File: config.mk
export PLATFORM = sky130hd
export DESIGN_NAME = irq_pend_ctrl
export DESIGN_NICKNAME = d
export VERILOG_FILES = /design/src/rtl/irq_pend_ctrl.sv
export SDC_FILE = /design/constraint.sdc
export NUM_CORES = 1
export LEC_CHECK = 0
export ABC_AREA = 1
export BUFFER_PORTS_ARGS = -buffer_cell sky130_fd_sc_hd__buf_2
export CAP_MARGIN = 15
export CORE_MARGIN = 1.5
export CORE_UTILIZATION = 46
export DETAILED_ROUTE_END_ITERATION = 16
export GPL_TIMING_DRIVEN = 1
export PLACE_DENSITY = 0.75
export SLEW_MARGIN = 20
export SYNTH_ARGS = -nofsm -noshare
export SYNTH_HDL_FRONTEND = slang
export SYNTH_SLANG_ARGS = --single-unit
export TNS_END_PERCENT = 100
File: constraint.sdc
create_clock -name clk -period 1.05 [get_ports clk]
set_clock_uncertainty 0.05 [all_clocks]
set_input_delay 0.105 -clock clk [delete_from_list [all_inputs] [get_ports clk]]
set_output_delay 0.105 -clock clk [all_outputs]
set_load 0.02 [all_outputs]
File: src/rtl/irq_pend_ctrl.sv
// Interrupt front end: synchronises req_in, latches rising edges into pending, and runs
// the irq / irq_ack / eoi handshake around an external 4-to-2 priority encoder.
// Optional REQ-state timeout abort is enabled by defining IRQ_TIMEOUT_EN.
module irq_pend_ctrl #(
  parameter int SYNC_STAGES    = 2,
  parameter int TIMEOUT_CYCLES = 16
) (
  input  logic       clk,
  input  logic       rst_n,
  input  logic [3:0] req_in,
  input  logic [3:0] mask,
  output logic [3:0] pend_out,
  input  logic [1:0] enc_a,
  input  logic       enc_v,
  output logic       irq,
  output logic [1:0] irq_id,
  input  logic       irq_ack,
  input  logic       eoi,
  output logic       in_service,
  output logic [3:0] pending,
  output logic       err_timeout
);

  typedef enum logic [1:0] {IDLE, REQ, SERVICE} state_t;

  if (SYNC_STAGES < 2 || SYNC_STAGES > 3 || TIMEOUT_CYCLES < 1) begin : g_param_check
    $error("irq_pend_ctrl: illegal parameter value");
  end

  state_t                        state, state_nxt;
  logic [SYNC_STAGES-1:0][3:0]   sync_q;
  logic [3:0]                    hist;
  logic [3:0]                    rise;
  logic [3:0]                    clr_vec;
  logic                          irq_nxt;
  logic [1:0]                    id_nxt;
  logic                          svc_nxt;
  logic                          expired;

  always_ff @(posedge clk or negedge rst_n) begin
    if (!rst_n) begin
      sync_q <= '0;
      hist   <= '0;
    end else begin
      sync_q[0] <= req_in;
      for (int s = 1; s < SYNC_STAGES; s++) sync_q[s] <= sync_q[s-1];
      hist <= sync_q[SYNC_STAGES-1];
    end
  end

  assign rise     = sync_q[SYNC_STAGES-1] & ~hist;
  assign pend_out = pending & ~mask;

  // A new edge wins over the acknowledge clear of the same bit.
  always_ff @(posedge clk or negedge rst_n) begin
    if (!rst_n) pending <= '0;
    else        pending <= (pending & ~clr_vec) | rise;
  end

`ifdef IRQ_TIMEOUT_EN
  localparam int CW = $clog2(TIMEOUT_CYCLES + 1);
  logic [CW-1:0] tmo_cnt;

  always_ff @(posedge clk or negedge rst_n) begin
    if (!rst_n)            tmo_cnt <= '0;
    else if (state != REQ) tmo_cnt <= '0;
    else                   tmo_cnt <= tmo_cnt + CW'(1);
  end

  assign expired = (state == REQ) && (tmo_cnt == CW'(TIMEOUT_CYCLES - 1));

  always_ff @(posedge clk or negedge rst_n) begin
    if (!rst_n)                   err_timeout <= 1'b0;
    else if (expired && !irq_ack) err_timeout <= 1'b1;
  end
`else
  assign expired     = 1'b0;
  assign err_timeout = 1'b0;
`endif

  always_ff @(posedge clk or negedge rst_n) begin
    if (!rst_n) begin
      state      <= IDLE;
      irq        <= 1'b0;
      irq_id     <= 2'd0;
      in_service <= 1'b0;
    end else begin
      state      <= state_nxt;
      irq        <= irq_nxt;
      irq_id     <= id_nxt;
      in_service <= svc_nxt;
    end
  end

  always_comb begin
    state_nxt = state;
    irq_nxt   = irq;
    id_nxt    = irq_id;
    svc_nxt   = in_service;
    clr_vec   = '0;
    case (state)
      IDLE: begin
        if (enc_v) begin
          id_nxt    = enc_a;
          irq_nxt   = 1'b1;
          state_nxt = REQ;
        end
      end
      REQ: begin
        if (irq_ack) begin
          clr_vec[irq_id] = 1'b1;
          irq_nxt         = 1'b0;
          svc_nxt         = 1'b1;
          state_nxt       = SERVICE;
        end else if (expired) begin
          irq_nxt   = 1'b0;
          state_nxt = IDLE;
        end
      end
      SERVICE: begin
        if (eoi) begin
          svc_nxt   = 1'b0;
          state_nxt = IDLE;
        end
      end
      default: state_nxt = IDLE;
    endcase
  end

endmodule
# Word-level counts from Yosys, hierarchy flattened
# Cells that the tools add are included.
[totals]
register_bits = 22
wordCells = 44
[classes]
n_lt_le_gt_ge = 2
eq_ne = 5
muxes = 14
bitwise_logic = 7
reduce_logical = 8
[op_table]
columns = ["op", "count"]
rows = [
  ["4-bit AND", 3],
  ["4-bit inverter", 3],
  ["3-bit AND reduction", 3],
  ["4-bit two-way mux", 2],
  ["2-bit two-way mux", 3],
  ["2-bit != test (second input constant)", 3],
  ["2-bit one-hot mux with 3 select lines", 1],
  ["1-bit two-way mux", 5],
  ["4-bit OR", 1],
  ["1-bit one-hot mux with 2 select lines", 2],
  ["2-bit nonzero test", 2],
  ["2-bit by 3-bit < comparator with 1-bit output (second input constant)", 1],
  ["1-bit demux with 2-bit select", 1],
  ["2-bit by 1-bit == test with 1-bit output (second input constant)", 1],
  ["2-bit == test (second input constant)", 1],
  ["2-bit by 1-bit greater-or-equal comparator with 1-bit output (second input constant)", 1],
  ["2-bit zero test", 1],
  ["2-bit AND reduction", 1],
  ["1-bit logical AND", 1],
]

# Logic depth before layout (Yosys ltp)
[depth]
depth_word = 9
ltp_mapped = 5

# Worst setup path before layout
# OpenSTA, ideal clock, no wires.
[synth_timing]
path_kind = "reg2out"
start = "register pending[0]"
end = "output port pend_out[0]"
t_arrival_ns = 0.790
required_time_ns = 0.895
setup_slack_ns = 0.105
path_stages_with_launch = 3
cell_sequence = "dfrtp_1 > inv_1 > nor2_1"
[synth_between]
elab_chain_len = 1
[synth_lines]
columns = ["element", "line_no", "rtl"]
rows = [
  ["start, declared", "20", "output logic [3:0] pending,"],
  ["start signal, assigned", "57", "else pending <= (pending & ~clr_vec) | rise;"],
  ["4-bit AND", "52", "assign pend_out = pending & ~mask;"],
  ["end, declared", "12", "output logic [3:0] pend_out,"],
]
# No other way between the ends.

# Worst setup path in the final report
[layout_timing]
start = "register pending[3]"
end = "output port pend_out[3]"
# Same word-level chain as after synthesis.

==> results summary <==
The largest fanout of any net on the critical path came out at 3. The wire length of the first global-routing pass came out at 2510 µm. The CTS buffer count is 3. In this run, synthesis produced a sequential element count of 22.

The final reports fail on design-rule violations, negative setup slack. Once the floorplan was initialized, standard cells occupied 50.6% of the core. The net count after synthesis is 90.

The distinct cell type count of the synthesized netlist came out at 13. The critical path required time came out at 890 ps. The flow ran to the end, but the final reports show violations. The finished cells cover approximately 1200 µm².

The reported leakage power came out at 0.613 nW. The netlist area before placement is 790 µm². The total power divided by cell area is between 2000 and 3000 nW/µm². The peak ir drop on the vdd network came out at 1.58 mV.

The register area share after synthesis is 69.7%. The remaining global-route overflow came out at 0. The gate count after technology mapping came out at 75. The remaining design rule violation count came out at 3. CTS built an H-tree with a depth of 1. STA classifies the critical path startpoint as a flop. The highest achievable clock rate came out at 860 MHz.

The die outline height is 44.4 µm. The yosys synthesis warning count came out at 0. The number of non-filler instances in the completed layout is 134. Setup violations remaining at the end of the flow were counted as 5. The class of the tightest hold or removal check is input pin to flop. After detailed placement, the design holds a cell count of roughly 120. The port buffer count came out at 26. The global-route met3 utilization is under 10%. The congestion estimate from routability-driven global placement came to 0.774. The number of antenna violations at the first check in global routing is 0. The share of total power in combinational logic came out at 39.5%.

The switching portion of total power came out at 34.2%. The clock insertion delay at the later pin of the skew report came out at approximately 300 ps. The worst path in the final design needs a cycle of 1160 ps, including I/O delays and setup. The count of nets left with antenna violations after detail routing came out at 0. The number of buffers on the longest clock path is 2. The global-route usage over all layers came out at between 10% and 20%. The clock network burns 21.3% of the power. The max-capacitance violation count is 0. The die is 44.4 µm wide. For this design, the sink count on the clock tree is 22. The count of fill cells added during filler insertion is 114.

The number of standard-cell rows in the floorplan is 14. Setup repair after global routing could not meet its margin everywhere. The total internal power came out at 1.94 mW. STA puts the critical path data arrival time at around 1000 ps. The tree is rooted in a sky130_fd_sc_hd__clkbuf_4. The number of search-and-repair iterations in the first detailed-routing pass is 10. The post-DP HPWL came out at 958 µm.

The ratio of routed vias to standard cells is 4.75. The endpoint kind of the worst setup timing path is an output pin. The final count of pins violating max slew is 0. The footprint of the multi-input gates came out at roughly 190 µm². The count of pins on the block boundary is 28. The routed wire length came out at 1520 µm. The worst setup slack for register-to-register paths came out at approximately 10 ps. The CTS tree is yes. The via count is 636.

The number of antenna diodes in the final layout is 0. The register cell area after layout is around 550 µm². The region available for standard cell placement spans 1560 µm².

Dividing the synthesized area by the synthesized cell count gives around 11 µm². The final worst setup slack is -113 ps. In this run, flip-flops and latches consume 39.3% of the power.

The setup path with the least slack is of type flop to output pin. Once placement finished, the instance area stood at 932 µm². The met1 usage is 23.2%. The full die area came out at 1970 µm². The area growth from synthesis to layout came out at 48.7%.

The final net count is 134. The busiest layer in global routing is met2. The pin count of the biggest net entering global routing came out at 23. The share of the clock period used by the worst path after layout is 111%. The average wire length per cell after detail routing is 11.3 µm. The number of global-route vias before repair came out at 620. The switching power is about 1.0 mW. The number of design-rule violations left by the first detailed-router iteration is 16.

The total count of hold-check failures in the final report came out at 0. Global routing consumed, on the met2 layer, 30.3% of the routing resources. The clock-pin slew on the worst setup and hold paths came out at ~110 ps. The post-route netlist has approximately 40% of its cells at a drive strength greater than 1.
kinds of logic after synthesis:
group	after synthesis	share of synthesized area, %
buffers and inverters	16	8.08
other	1	0.475
AOI/OAI and AO/OA	8	5.70
and+or+nand+nor	28	16.0
DFF	22	69.7
metrics by stage:
step | total power, mW | hold slack (ps) | util [%] | setup WS [ps] | setup TNS, ps
detailed placement | 1.99 | 34.2 | 59.8 | 68.3 | 0
finish | 2.95 | 16.1 | 75.3 | -113 | -417
global placement | 1.96 | 32.6 | 59.8 | 115 | 0
CTS | 2.79 | 10.3 | 71.3 | -92.2 | -293
floorplan | 1.70 | -241 | - | 105 | 0
global route | 3.14 | 43.4 | 75.3 | -175 | -883
critical path: stages (launching register included):
cell and delay (ps):
sky130_fd_sc_hd__dfrtp_1 400, sky130_fd_sc_hd__inv_2 70, sky130_fd_sc_hd__nor2_4 110, sky130_fd_sc_hd__buf_6 120
cell usage after synthesis:
master / count / area share [%]
sky130_fd_sc_hd__o21ai_1: 1 / 0.63
sky130_fd_sc_hd__o21bai_1: 2 / 1.9
sky130_fd_sc_hd__inv_2: 2 / 0.95
sky130_fd_sc_hd__dfrtp_1: 22 / 70
sky130_fd_sc_hd__nor2_2: 1 / 0.79
sky130_fd_sc_hd__o21ai_0: 5 / 3.2
sky130_fd_sc_hd__buf_4: 1 / 0.95
sky130_fd_sc_hd__nand2_1: 17 / 8.1
sky130_fd_sc_hd__nand3_1: 4 / 2.5
sky130_fd_sc_hd__conb_1: 1 / 0.47
sky130_fd_sc_hd__inv_1: 13 / 6.2
sky130_fd_sc_hd__nor2_1: 5 / 2.4
sky130_fd_sc_hd__nand3_4: 1 / 2.2
per-layer routing:
layer  part of all wire [%]  wire length [µm]  vias to the layer above
li1                       -                 -                      311
met1                     41               622                      293
met2                     51               778                       28
met3                    5.3                81                        4
met4                    2.5                38                        0
met5                      0                 0                        -
final cells by class:
| cell class | instances | area share [%] |
|---|---|---|
| Clock buffer | 3 | 1.92 |
| Tap cell | 16 | 1.71 |
| Inverter | 15 | 5.01 |
| Clock inverter | 1 | 2.56 |
| Timing Repair Buffer | 40 | 25.7 |
| Sequential cell | 22 | 46.9 |
| Multi-Input combinational cell | 37 | 16.2 |
layout by cell type, fill, tap and decap left out, drive strengths merged:
master and n:
o21ai 6, dfrtp 22, nand2 17, clkbuf 3, bufinv 1, nand3 5, o21bai 2, dlygate4sd3 8
buf 32, conb 1, inv 15, nor2 6
registers in the layout (all words and copies together) (netlist names):
signal	cells
state	2
irq	1
in_service	1
pending	4
hist	4
irq_id	2
sync_q	8
power groups by stage:
stage          clock, mW  sequential [mW]  combinational, mW
5_1_grt            0.681             1.18               1.28
6_report           0.627             1.16               1.16
3_3_place_gp           0             1.18              0.776
3_5_place_dp           0             1.19              0.803
4_1_cts            0.649             1.14               1.01
2_1_floorplan          0             1.32              0.378
final timing paths:
check,start,cells past startpoint,to
min in group asynchronous,rst_n,2,in_service$_DFFE_PN0P_
min,enc_a[0],3,irq_id[0]$_DFFE_PN0P_
max,pending[3]$_DFF_PN0_,3,pend_out[3]
max in group asynchronous,rst_n,2,sync_q[7]$_DFF_PN0_
max reg2reg,irq_id[0]$_DFFE_PN0P_,5,pending[2]$_DFF_PN0_
min reg2reg,sync_q[0]$_DFF_PN0_,0,sync_q[4]$_DFF_PN0_
timing repair:
| item | CTS | global route |
|---|---|---|
| setup endpoints to repair | 8 | 11 |
| hold endpoints to repair | 29 | 0 |
| pin swaps | 0 | 3 |
| setup buffers | 5 | 1 |
| resized for setup | 6 | 18 |
| hold buffers | 8 | 0 |
No activity file was read; power rests on OpenSTA's default activity.
